--- src/rtl/uart_reg_master.sv ---
// Register-access master: queues host read/write requests, issues them one at a
// time as 16-bit UART commands and returns one response per request, in order.
module uart_reg_master #(
  parameter int CMD_WIDTH  = 16,
  parameter int ADDR_WIDTH = 7,
  parameter int DATA_WIDTH = 8,
  parameter int FIFO_DEPTH = 4,
  parameter int TIMEOUT    = 100000
) (
  input  logic                  clk,
  input  logic                  rst,
  input  logic                  req_vld,
  output logic                  req_rdy,
  input  logic                  req_wr,
  input  logic [ADDR_WIDTH-1:0] req_addr,
  input  logic [DATA_WIDTH-1:0] req_wdata,
  output logic                  rsp_vld,
  input  logic                  rsp_rdy,
  output logic [DATA_WIDTH-1:0] rsp_rdata,
  output logic                  rsp_err,
  output logic [CMD_WIDTH-1:0]  cmd_out,
  output logic                  cmd_vld,
  input  logic                  cmd_rdy,
  input  logic                  read_rdy,
  input  logic [DATA_WIDTH-1:0] read_data
);

  localparam int PTR_W = (FIFO_DEPTH > 1) ? $clog2(FIFO_DEPTH) : 1;
  localparam int CNT_W = $clog2(FIFO_DEPTH + 1);
  localparam int TO_W  = (TIMEOUT > 1) ? $clog2(TIMEOUT) : 1;
  localparam logic [CNT_W-1:0] FULL_CNT = CNT_W'(FIFO_DEPTH);
  localparam logic [TO_W-1:0]  TO_LAST  = TO_W'(TIMEOUT - 1);

  typedef enum logic [2:0] {IDLE, ISSUE, WAIT_DONE, WAIT_RD, RESP} state_t;

  state_t state_reg, state_next;

  logic [CMD_WIDTH-1:0]  fifo_mem [FIFO_DEPTH];
  logic [PTR_W-1:0]      wr_ptr_reg, rd_ptr_reg;
  logic [CNT_W-1:0]      count_reg;
  logic                  fifo_empty, push, pop;

  logic [CMD_WIDTH-1:0]  cmd_reg;
  logic                  seen_busy_reg, rd_hit_reg;
  logic [DATA_WIDTH-1:0] rd_data_reg;
  logic [TO_W-1:0]       to_cnt_reg;
  logic [DATA_WIDTH-1:0] rsp_rdata_reg;
  logic                  rsp_err_reg;
  logic                  cmd_is_wr, to_expired;

  assign fifo_empty = (count_reg == '0);
  assign req_rdy    = (count_reg != FULL_CNT);
  assign push       = req_vld && req_rdy;
  assign pop        = (state_reg == IDLE) && !fifo_empty;
  assign cmd_is_wr  = cmd_reg[CMD_WIDTH-1];
  assign to_expired = (to_cnt_reg == TO_LAST);

  assign cmd_out   = cmd_reg;
  assign rsp_rdata = rsp_rdata_reg;
  assign rsp_err   = rsp_err_reg;

  // Storage carries no reset so it maps onto plain RAM; pointers and count do.
  always_ff @(posedge clk) begin
    if (push) fifo_mem[wr_ptr_reg] <= {req_wr, req_addr, req_wdata};
  end

  always_ff @(posedge clk or posedge rst) begin
    if (rst) begin
      wr_ptr_reg <= '0;
      rd_ptr_reg <= '0;
      count_reg  <= '0;
    end else begin
      if (push) wr_ptr_reg <= wr_ptr_reg + PTR_W'(1);
      if (pop)  rd_ptr_reg <= rd_ptr_reg + PTR_W'(1);
      case ({push, pop})
        2'b10:   count_reg <= count_reg + CNT_W'(1);
        2'b01:   count_reg <= count_reg - CNT_W'(1);
        default: count_reg <= count_reg;
      endcase
    end
  end

  always_ff @(posedge clk or posedge rst) begin
    if (rst) state_reg <= IDLE;
    else     state_reg <= state_next;
  end

  always_comb begin
    state_next = state_reg;
    case (state_reg)
      IDLE:      if (!fifo_empty) state_next = ISSUE;
      ISSUE:     if (cmd_rdy) state_next = WAIT_DONE;
      WAIT_DONE: if (seen_busy_reg && cmd_rdy) state_next = cmd_is_wr ? RESP : WAIT_RD;
      WAIT_RD:   if (rd_hit_reg || read_rdy || to_expired) state_next = RESP;
      RESP:      if (rsp_rdy) state_next = IDLE;
      default:   state_next = IDLE;
    endcase
  end

  always_comb begin
    cmd_vld = 1'b0;
    rsp_vld = 1'b0;
    case (state_reg)
      ISSUE:   cmd_vld = cmd_rdy;
      RESP:    rsp_vld = 1'b1;
      default: ;
    endcase
  end

  // The UART may answer a read before it reports idle, so WAIT_DONE keeps the byte.
  always_ff @(posedge clk or posedge rst) begin
    if (rst) begin
      cmd_reg       <= '0;
      seen_busy_reg <= 1'b0;
      rd_hit_reg    <= 1'b0;
      rd_data_reg   <= '0;
      to_cnt_reg    <= '0;
      rsp_rdata_reg <= '0;
      rsp_err_reg   <= 1'b0;
    end else begin
      case (state_reg)
        IDLE: begin
          if (!fifo_empty) cmd_reg <= fifo_mem[rd_ptr_reg];
        end
        ISSUE: begin
          if (cmd_rdy) begin
            seen_busy_reg <= 1'b0;
            rd_hit_reg    <= 1'b0;
          end
        end
        WAIT_DONE: begin
          to_cnt_reg <= '0;
          if (!cmd_rdy) seen_busy_reg <= 1'b1;
          if (read_rdy) begin
            rd_hit_reg  <= 1'b1;
            rd_data_reg <= read_data;
          end
          if (seen_busy_reg && cmd_rdy && cmd_is_wr) begin
            rsp_rdata_reg <= '0;
            rsp_err_reg   <= 1'b0;
          end
        end
        WAIT_RD: begin
          if (rd_hit_reg) begin
            rsp_rdata_reg <= rd_data_reg;
            rsp_err_reg   <= 1'b0;
          end else if (read_rdy) begin
            rsp_rdata_reg <= read_data;
            rsp_err_reg   <= 1'b0;
          end else if (to_expired) begin
            rsp_rdata_reg <= '0;
            rsp_err_reg   <= 1'b1;
          end else begin
            to_cnt_reg <= to_cnt_reg + TO_W'(1);
          end
        end
        default: ;
      endcase
    end
  end

endmodule

--- config.mk ---
export PLATFORM = sky130hd
export DESIGN_NAME = uart_reg_master
export DESIGN_NICKNAME = d
export VERILOG_FILES = /design/src/rtl/uart_reg_master.sv
export SDC_FILE = /design/constraint.sdc
export NUM_CORES = 1
export LEC_CHECK = 0
export CAP_MARGIN = 20
export CORE_UTILIZATION = 47
export CTS_CLUSTER_DIAMETER = 40
export DETAILED_ROUTE_END_ITERATION = 10
export PLACE_DENSITY_LB_ADDON = 0.1
export SYNTH_ARGS = -nofsm -noshare
export SYNTH_HDL_FRONTEND = slang
export SYNTH_SLANG_ARGS = --single-unit
--- constraint.sdc ---
create_clock -name clk -period 4.75 [get_ports clk]
set_input_delay 0.95 -clock clk [delete_from_list [all_inputs] [get_ports clk]]
set_output_delay 0.95 -clock clk [all_outputs]
set_load 0.01 [all_outputs]
==> impl_summary.log <==
INFO  metric via_density_per_instance = 5.50
INFO  metric setup_viol = 0
INFO  metric grt_setup_unrepaired = no
INFO  metric die_outline_area = 11600 um^2
INFO  metric antenna-diode-count = 0
INFO  metric setup.worst_path.class = input pin to output port
INFO  metric synth.largest_area_cell = sky130_fd_sc_hd__edfxtp_1
INFO  metric syn_to_final_growth = 24.5%
INFO  metric synthArstFlopShare = about half
INFO  metric share_seq_of_total_power = 41.5%
INFO  metric dp_slack = about 1.3 ns
INFO  metric ys_top_cells_by_area = sky130_fd_sc_hd__edfxtp_1, sky130_fd_sc_hd__dfrtp_1, sky130_fd_sc_hd__mux4_2
INFO  metric cts_resized = 0
INFO  metric seq_total_area_yosys = roughly two thirds
INFO  metric initial_utilization = 48.3%
INFO  metric num_io_pins = 58
INFO  metric timing_worst_slew_pin_value = between 0.8 and 0.9 ns
INFO  metric synth_edf_count = 64
INFO  metric cts-buffers-inserted = 17
INFO  metric grt_overflow = 0
INFO  metric power.clock.fraction = between 20 and 30%
INFO  metric power.switching_fraction = between 20% and 30%
INFO  metric global_route_wire_length_before_repair = 16.0 mm
INFO  metric timing.setup.tns = 0 ns
INFO  metric synthesis.area_per_instance = roughly 16 um^2
INFO  metric first_global_vias = between 3000 and 4000
INFO  metric die_w = about 110 um
INFO  metric routabilityCongestion = just under 0.8
INFO  metric result_of_the_run = finished clean
INFO  metric grt_max_degree = 35
INFO  metric cts.hold.buffers_added = 0
INFO  metric postCtsSetupRepairBufs = 0
INFO  metric timing_max_transition_violations_final = 0
INFO  metric final_critical_path_setup_slack = ~1.3 ns
INFO  metric synth-seq-cells = between 100 and 150
INFO  metric max-slew-margin-rel = 40.6%
INFO  metric cell_internal_pwr = between 2000 and 3000 uW
INFO  metric synth_cell_type_count = 49
INFO  metric antenna_found_initial = 0
INFO  metric crit_required = 3.80 ns
INFO  metric worst_ep_arrival_time = 2.48 ns
INFO  metric detail_route.wl_per_cell = between 15 and 20 um
INFO  metric power.combinational.fraction = between 20 and 30%
INFO  metric clk_transition_reported_paths = about 0.060 ns
INFO  metric vdd_drop_max = roughly 0.00036 V
INFO  metric nFillCells = 871
INFO  metric number_of_rows_created_at_floorplan = 38
INFO  metric clock_tree.buffer_depth = 2
INFO  metric post_synth_instance_area = ~5200 um^2
INFO  metric htree_levels = 4
INFO  metric power_per_cell_area = around 640 nW/um^2
INFO  metric hold_violations = 0
INFO  metric regArea = around 3500 um^2
INFO  metric groute.usage.overall = a little under a fifth
INFO  metric static-leakage-power = about 0.0025 uW
INFO  metric wirelength = 9.73 mm
INFO  metric design_power_total = roughly 4200 uW
INFO  metric design.final.nets = 439
INFO  metric tritoncts_num_sinks = about 130
INFO  metric area_of_the_multi_input_gates = ~1700 um^2
INFO  metric drt-initial-drc-count = roughly 180
INFO  metric share_of_post_route_cells_with_drive_strength_above_1 = 19.5%
INFO  metric dr.pass1.iters = 4
INFO  metric clock-skew-final = between 0.006 and 0.007 ns
INFO  metric clk_root_buffer_cell = sky130_fd_sc_hd__clkbuf_8
INFO  metric kind_of_start_point_of_the_critical_path = input pin
INFO  metric total_of_buffers_placed_on_input_and_output_ports = 57
INFO  metric insertion_delay = between 0.5 and 0.6 ns
INFO  metric achievable-frequency = between 200 and 300 MHz
INFO  metric critPathCaptureType = output port
INFO  metric synth_flop_cell = sky130_fd_sc_hd__edfxtp_1
INFO  metric ys_warn_count = 0
INFO  metric hpwl = roughly 6 mm
INFO  metric netlist.area_leader.share = roughly 37%
INFO  metric p_sw = approximately 1200 uW
INFO  metric total_nets_after_synthesis = 374
INFO  metric tritoncts = built
INFO  metric largest_register_ff_count = between 60 and 70
INFO  metric synthesis.instances = 337
INFO  metric hold_crit_path_type = register to register
INFO  metric final_worst_path_period_share = between 70% and 80%
INFO  metric detail_route.drc_violations = 0
INFO  metric holdWs = just under 0.5 ns
INFO  metric core_region_area = between 10000 and 15000 um^2
INFO  metric finalWorstPathRequiredPeriod = between 3 and 4 ns
INFO  metric max_cap_viols = 0
INFO  metric count_of_antenna_violating_nets_left_after_detailed_routing = 0
INFO  metric routed-via-count = 3052
INFO  metric maximum_net_fanout_on_the_critical_path = 6
INFO  metric fp.dieH = about 110 um
## metal layers
metal,share of wire (%),GRT usage (%)
met5,0,0
met1,44,23.6
met4,1.1,6.95
met2,50,31.1
met3,4.4,5.57
## path summary, 6_finish.rpt
| kind | from | endpoint | slack (ns) | cells past startpoint |
|---|---|---|---|---|
| worst max register to register | state_reg[1] | rd_data_reg[1] | 2.33 | 4 |
| worst max-delay path | cmd_rdy | cmd_vld | 1.32 | 4 |
| worst min-delay path | rsp_rdata[4] | rsp_rdata[4] | 0.49 | 1 |
| min in group asynchronous | rst | rsp_rdata[5] | 0.90 | 2 |
| worst min register to register | rsp_rdata[4] | rsp_rdata[4] | 0.49 | 1 |
| max in group asynchronous | rst | to_cnt_reg[5] | 2.97 | 3 |
## cell type report
cell class	count	area share, %
Clock buffer	18	6.41
Sequential cell	126	53.3
Tap cell	140	2.69
Clock inverter	14	2.17
Inverter	8	0.460
Timing Repair Buffer	60	9.40
Multi-Input combinational cell	189	25.6
## power groups by stage
stage | logic [uW] | registers (uW) | clock network [uW]
after floorplan | 834 | 1660 | 0
after global placement | 1160 | 1760 | 0
after detailed placement | 1240 | 1750 | 0
after CTS | 1250 | 1730 | 1240
after global routing | 1340 | 1770 | 1290
final | 1210 | 1720 | 1210
## Yosys cell counts, types with 7 or more instances
library cell,number
sky130_fd_sc_hd__nand2_1,14
sky130_fd_sc_hd__a21oi_1,8
sky130_fd_sc_hd__o21ai_0,7
sky130_fd_sc_hd__mux4_2,16
sky130_fd_sc_hd__edfxtp_1,64
sky130_fd_sc_hd__clkbuf_1,7
sky130_fd_sc_hd__nor2_1,19
sky130_fd_sc_hd__inv_1,8
sky130_fd_sc_hd__mux2_2,24
sky130_fd_sc_hd__o2bb2ai_1,8
sky130_fd_sc_hd__dfrtp_1,62
sky130_fd_sc_hd__and3_1,8
sky130_fd_sc_hd__xnor2_1,8
sky130_fd_sc_hd__a22oi_1,7
## critical path: stages
cell	delay [ns]
sky130_fd_sc_hd__clkdlybuf4s50_1	0.57
sky130_fd_sc_hd__nand2_1	0.08
sky130_fd_sc_hd__nor3_1	0.28
sky130_fd_sc_hd__clkdlybuf4s50_1	0.60
## metrics by stage
stage	utilization [%]	cell area, um^2	cells
after floorplan	-	5240	337
after global placement	54.7	5930	522
after detailed placement	55.0	5960	523
after CTS	60.2	6520	555
after global routing	60.2	6520	555
final	60.2	6520	555
## cell families after synthesis
kind of cell / after synthesis / synth area share [%]
xor gates and xnor gates: 13 / 2.17
muxes: 41 / 12.2
AOI/OAI and AO/OA: 45 / 6.09
adders and majority gates: 7 / 1.81
DFF: 126 / 66.3
buffers and inverters: 22 / 2.01
and+or+nand+nor: 83 / 9.41
## layout by cell type (no fill, tap or decap), drive strengths merged, types with 7 or more instances in the layout
cell / Yosys / final
o2bb2ai: 8 / 8
and3: 8 / 8
o21ai: 8 / 8
nor2: 19 / 19
inv: 8 / 11
nand2: 15 / 15
edfxtp: 64 / 64
mux2: 24 / 24
dfrtp: 62 / 62
clkbuf: 7 / 18
clkdlybuf4s50: 0 / 57
a21oi: 8 / 8
xnor2: 8 / 8
a22oi: 7 / 7
mux4: 16 / 16
Power figures use the tool's default switching activity.
